[config.mk]
export PLATFORM = sky130hd
export DESIGN_NAME = pipe_reg_chain
export DESIGN_NICKNAME = d
export VERILOG_FILES = /design/src/rtl/pipe_reg_chain.sv
export SDC_FILE = /design/constraint.sdc
export NUM_CORES = 1
export LEC_CHECK = 0
export CELL_PAD_IN_SITES_DETAIL_PLACEMENT = 1
export CELL_PAD_IN_SITES_GLOBAL_PLACEMENT = 1
export CORE_ASPECT_RATIO = 0.7
export CORE_MARGIN = 3
export CORE_UTILIZATION = 37
export CTS_CLUSTER_DIAMETER = 40
export DETAILED_ROUTE_END_ITERATION = 7
export GPL_ROUTABILITY_DRIVEN = 0
export PLACE_DENSITY = 0.85
export SYNTH_ARGS = -nofsm -noshare
export SYNTH_HDL_FRONTEND = slang
export SYNTH_SLANG_ARGS = --single-unit
export TNS_END_PERCENT = 20
[constraint.sdc]
create_clock -name clk_i -period 7.6 [get_ports clk_i]
set_input_delay 1.52 -clock clk_i [delete_from_list [all_inputs] [get_ports clk_i]]
set_output_delay 1.52 -clock clk_i [all_outputs]
set_load 0.005 [all_outputs]
[src/rtl/pipe_reg_chain.sv]
// Generic pipeline register chain with per-stage valid, stall, flush and bubble insertion.
// Define PIPE_CHAIN_PERF_EN to compile in saturating stall/bubble/flush counters.
module pipe_reg_chain #(
    parameter int DATA_W = 32,
    parameter int STAGES = 4,
    parameter int CNT_W  = 16
) (
    input  logic                     clk_i,
    input  logic                     reset_i,
    input  logic                     in_valid_i,
    input  logic [DATA_W-1:0]        in_data_i,
    output logic                     in_ready_o,
    input  logic [STAGES-1:0]        stall_i,
    input  logic [STAGES-1:0]        flush_i,
    output logic [STAGES-1:0]        stage_valid_o,
    output logic [STAGES*DATA_W-1:0] stage_data_o,
    output logic                     out_valid_o,
    output logic [DATA_W-1:0]        out_data_o
`ifdef PIPE_CHAIN_PERF_EN
    ,
    output logic [CNT_W-1:0]         stall_cnt_o,
    output logic [CNT_W-1:0]         bubble_cnt_o,
    output logic [CNT_W-1:0]         flush_cnt_o
`endif
);

    if ((STAGES < 1) || (STAGES > 16) || (CNT_W < 1)) begin : g_bad_param
        $error("pipe_reg_chain: STAGES must be 1..16 and CNT_W at least 1");
    end

    logic [STAGES-1:0] hold;
    logic [STAGES-1:0] vld_p;
    logic [DATA_W-1:0] data_p   [STAGES];
    logic [STAGES-1:0] vld_nxt;
    logic [DATA_W-1:0] data_nxt [STAGES];
    logic [STAGES-1:0] src_vld;
    logic [DATA_W-1:0] src_data [STAGES];
    logic [STAGES-1:0] src_hold;

    // A stall anywhere downstream freezes this stage too, so hold is a suffix-OR.
    always_comb begin
        hold = '0;
        hold[STAGES-1] = stall_i[STAGES-1];
        for (int k = STAGES - 2; k >= 0; k--) begin
            hold[k] = stall_i[k] | hold[k+1];
        end
    end

    assign in_ready_o = ~hold[0];

    // Stage 0 sources from the input port and is never starved by an upstream hold.
    always_comb begin
        src_vld     = '0;
        src_hold    = '0;
        src_vld[0]  = in_valid_i;
        src_data[0] = in_data_i;
        for (int k = 1; k < STAGES; k++) begin
            src_vld[k]  = vld_p[k-1];
            src_data[k] = data_p[k-1];
            src_hold[k] = hold[k-1];
        end
    end

    always_comb begin
        vld_nxt = vld_p;
        for (int k = 0; k < STAGES; k++) begin
            data_nxt[k] = data_p[k];
            if (flush_i[k]) begin
                vld_nxt[k] = 1'b0;
            end else if (hold[k]) begin
                vld_nxt[k] = vld_p[k];
            end else if (src_hold[k]) begin
                vld_nxt[k] = 1'b0;
            end else begin
                vld_nxt[k]  = src_vld[k];
                data_nxt[k] = src_data[k];
            end
        end
    end

    // ---- register stage boundary ----
    always_ff @(posedge clk_i or posedge reset_i) begin
        if (reset_i) begin
            vld_p <= '0;
            for (int k = 0; k < STAGES; k++) begin
                data_p[k] <= '0;
            end
        end else begin
            vld_p <= vld_nxt;
            for (int k = 0; k < STAGES; k++) begin
                data_p[k] <= data_nxt[k];
            end
        end
    end

    always_comb begin
        stage_data_o = '0;
        for (int k = 0; k < STAGES; k++) begin
            stage_data_o[k*DATA_W +: DATA_W] = data_p[k];
        end
    end

    assign stage_valid_o = vld_p;
    assign out_valid_o   = vld_p[STAGES-1];
    assign out_data_o    = data_p[STAGES-1];

`ifdef PIPE_CHAIN_PERF_EN
    function automatic logic [CNT_W-1:0] sat_inc(input logic [CNT_W-1:0] cnt, input logic en);
        if (en && (cnt != '1)) begin
            return cnt + 1'b1;
        end
        return cnt;
    endfunction

    logic [STAGES-1:0] bubble;

    // A bubble is a stage that is free to load but whose upstream neighbour is held.
    always_comb begin
        bubble = '0;
        for (int k = 0; k < STAGES; k++) begin
            bubble[k] = ~flush_i[k] & ~hold[k] & src_hold[k];
        end
    end

    always_ff @(posedge clk_i or posedge reset_i) begin
        if (reset_i) begin
            stall_cnt_o  <= '0;
            bubble_cnt_o <= '0;
            flush_cnt_o  <= '0;
        end else begin
            stall_cnt_o  <= sat_inc(stall_cnt_o, |stall_i);
            bubble_cnt_o <= sat_inc(bubble_cnt_o, |bubble);
            flush_cnt_o  <= sat_inc(flush_cnt_o, |flush_i);
        end
    end
`endif

endmodule
==> results by group <==
CTS
  – CTS buffer count: 17
  – Longest Clk Path Bufs: 2
  – Hold_buf cts: 0
  – Clock-pin slew on the worst setup and hold paths: 60 ps
  – Post_cts resized: 0
  – CTS root buffer: clkbuf_16
  – Skew-Pair Late Insertion Delay: 410 ps
  – Clock Sinks: 132
  – Setup bufs post-CTS: 0
  – Htree depth: 4
  – CTS tree: built

Critical path
  – Worst setup startpoint: stall_i[3]
  – Cell mode on critical path: clkdlybuf4s50_1
  – WS Path Type: in2out
  – Crit end category: primary output
  – Critical R2R Launch: stage_valid_o[0]
  – Critical Path, Cell by Cell: clkdlybuf4s50_1, or4_4, inv_1, clkdlybuf4s50_1
  – Worst Path Required: 6080 ps
  – Critical path's slowest cell: or4_4
  – Data arrival, critical path: 3370 ps
  – Slowest cell delay on critical path: 660 ps
  – Max Fanout on Critical Path: 7
  – RR Endpoint: stage_valid_o[1]
  – Crit-path leading delay family: buffers and inverters
  – Bufs and invs on worst path: 3
  – Cell count of the worst reg-to-reg path: 3
  – R2R setup slack: 6730 ps
  – Critical path startpoint category: input pin

Job
  – Max_cap viols: 0

Synth
  – Post-Synth Adder-Cell Area: 0
  – Register bit total from synthesis: 132
  – Post-Synth Simple-Gate Area: 0.0170
  – Mapped Avg Cell Area: 16.1 sq um
  – Post-synthesis sequential area ratio: 0.633
  – Post-synth top area cell: dfrtp_1
  – Share of the synthesized area in the top cell type: 0.633
  – Compound-Gate Fraction of Synth Area: 0.00432
  – Ys Warns: 0
  – Synth Area in XOR/XNOR: 0
  – Syn Inst Count: 325
  – Syn Std Cell Area: 5220 sq um
  – Mux cell area share after synthesis: 0.278
  – Syn Nets: 368
  – Synth top area cells: dfrtp_1 63%, mux2_2 14%, mux2_1 13%
  – Largest family of logic cells by synthesized area: multiplexers
  – Synth unique cells: 19

Timing
  – Hold Fails Final Rpt: 0
  – Slew Limit Fails: 0
  – Final Cycle Share: 0.644
  – Minimum clock period: 4890 ps
  – Slew HR: 0.228
  – Unrepaired setup endpoints after global routing: no
  – Setup_tns: 0 ps
  – Clk_skew: 7.90 ps
  – # setup viols final: 0
  – Worst Tran Pin Value: 1160 ps
  – Fmax: 0.204 GHz

Floorplan
  – Die X-Extent: 148 um
  – # rows: 35
  – # IOs: 209
  – Initial Utilization: 0.387
  – Full die area: 15600 sq um
  – DIE HEIGHT: 105 um
  – Core area: 13500 sq um

Cells and area
  – Post-route insts no fill: 709
  – Commonest cells after routing, fill and taps aside: 208 x clkdlybuf4s50_1, 132 x dfrtp_1, 66 x mux2_2
  – Register area: 3300 sq um
  – Antenna Diode Count: 0
  – Fillcell total: 1313
  – Commonest non-fill, non-tap cell in the layout: clkdlybuf4s50_1
  – Share of layout cells above drive strength 1: 0.202
  – Multi-input logic area: 1580 sq um
  – Nets@finish: 554
  – Synthesis-to-finish area growth: 49.8%

GRT
  – Tot GR Track Use: 0.191
  – Wire length of the first global-routing pass: 22900 um
  – Initial antenna violation count: 0
  – Most Crowded Layer GR: met2
  – Met1 Track Usage GR: 0.236
  – Pin count of the biggest net entering global routing: 73
  – GRT overflow: 0
  – Met2 usage: 0.318
  – Met3 GRT Util: 0.0774
  – Vias in the first global route: 3827

Drt
  – Initial DRC count: 67
  – Pre-antenna DRT Iters: 4
  – # DRC: 0
  – Routed len/inst: 20.8 um
  – Final WL: 14700 um
  – Via/cell ratio: 4.81
  – Routed Antenna Nets: 0
  – Routed via count: 3408

Worst hold path
  – Hold Path Sink: stage_data_o[41]
  – Origin of the worst min-delay path: stage_data_o[41]
  – Worst Hold Class: reg2reg
  – Worst Hold Path Cells: 1

Outcome
  – Status: finished clean

Power and ir drop
  – PwrDens: 324 nW/um^2
  – LEAKAGE: 3.44 nW
  – Worst ir drop on vdd: 0.000146 V

Place
  – Number of buffers inserted by port buffering: 208
  – DP HPWL: 10400 um
  – Placed instance count: 677
[layer usage]
metal,part of all wire,vias up
met5,0,-
met4,0.0058,0
met3,0.079,9
met2,0.48,140
met1,0.44,1789
li1,-,1470
[logic make-up after synthesis]
family	count (synthesis)
AOI/OAI and AO/OA	4
buffers and inverters	47
DFF	132
muxes	129
and+or+nand+nor	13
[cell usage after synthesis, drive strengths merged]
cell	n
dfrtp	132
mux2	128
buf	45
nor2	5
a21oi	2
inv	2
nand2	2
nor3	2
a22oi	1
mux2i	1
nand3b	1
nor2b	1
nor4	1
o21ai	1
or4	1
[sequential cells by signal (all words and copies together) (netlist names)]
| register | cells |
|---|---|
| stage_data_o | 96 |
| out_data_o | 32 |
| stage_valid_o | 4 |
[worst max-delay path by stage]
stage / cells after the start / slack, ps / end
floorplan: 1 / 2550 / out_data_o[0]
global placement: 4 / 2770 / in_ready_o
detailed placement: 4 / 2720 / in_ready_o
CTS: 4 / 2710 / in_ready_o
global route: 4 / 2640 / in_ready_o
finish: 4 / 2710 / in_ready_o
[stage by stage]
stage | power (W) | worst slack (ps) | area [sq um] | utilization | hold slack, ps
6_report | 0.00253 | 2710 | 7820 | 0.579 | 515
5_1_grt | 0.00266 | 2640 | 7820 | 0.579 | 535
4_1_cts | 0.00256 | 2710 | 7820 | 0.579 | 516
3_5_place_dp | 0.00174 | 2720 | 7230 | 0.536 | 503
3_3_place_gp | 0.00169 | 2770 | 7230 | 0.536 | 485
2_1_floorplan | 0.00123 | 2550 | 5220 | - | 500
[power by group]
part	switching, W	internal (W)
sequential	0.000147	0.000879
combinational	0.000209	0.000485
clock	0.000321	0.000489
[cell type report]
| class | instances | area share |
|---|---|---|
| sequential | 132 | 0.423 |
| timing repair buffer | 212 | 0.270 |
| multi-input combinational | 146 | 0.202 |
| clock buffer | 19 | 0.0554 |
| tap | 185 | 0.0296 |
| clock inverter | 13 | 0.0192 |
| inverter | 2 | 0.00128 |
[worst register-to-register path: stages, from the launching register on]
cell     delay, ps
dfrtp_1        400
nor2b_1        140
mux2i_1        140
nor2_1          70
(Power assumes the default switching activity.)
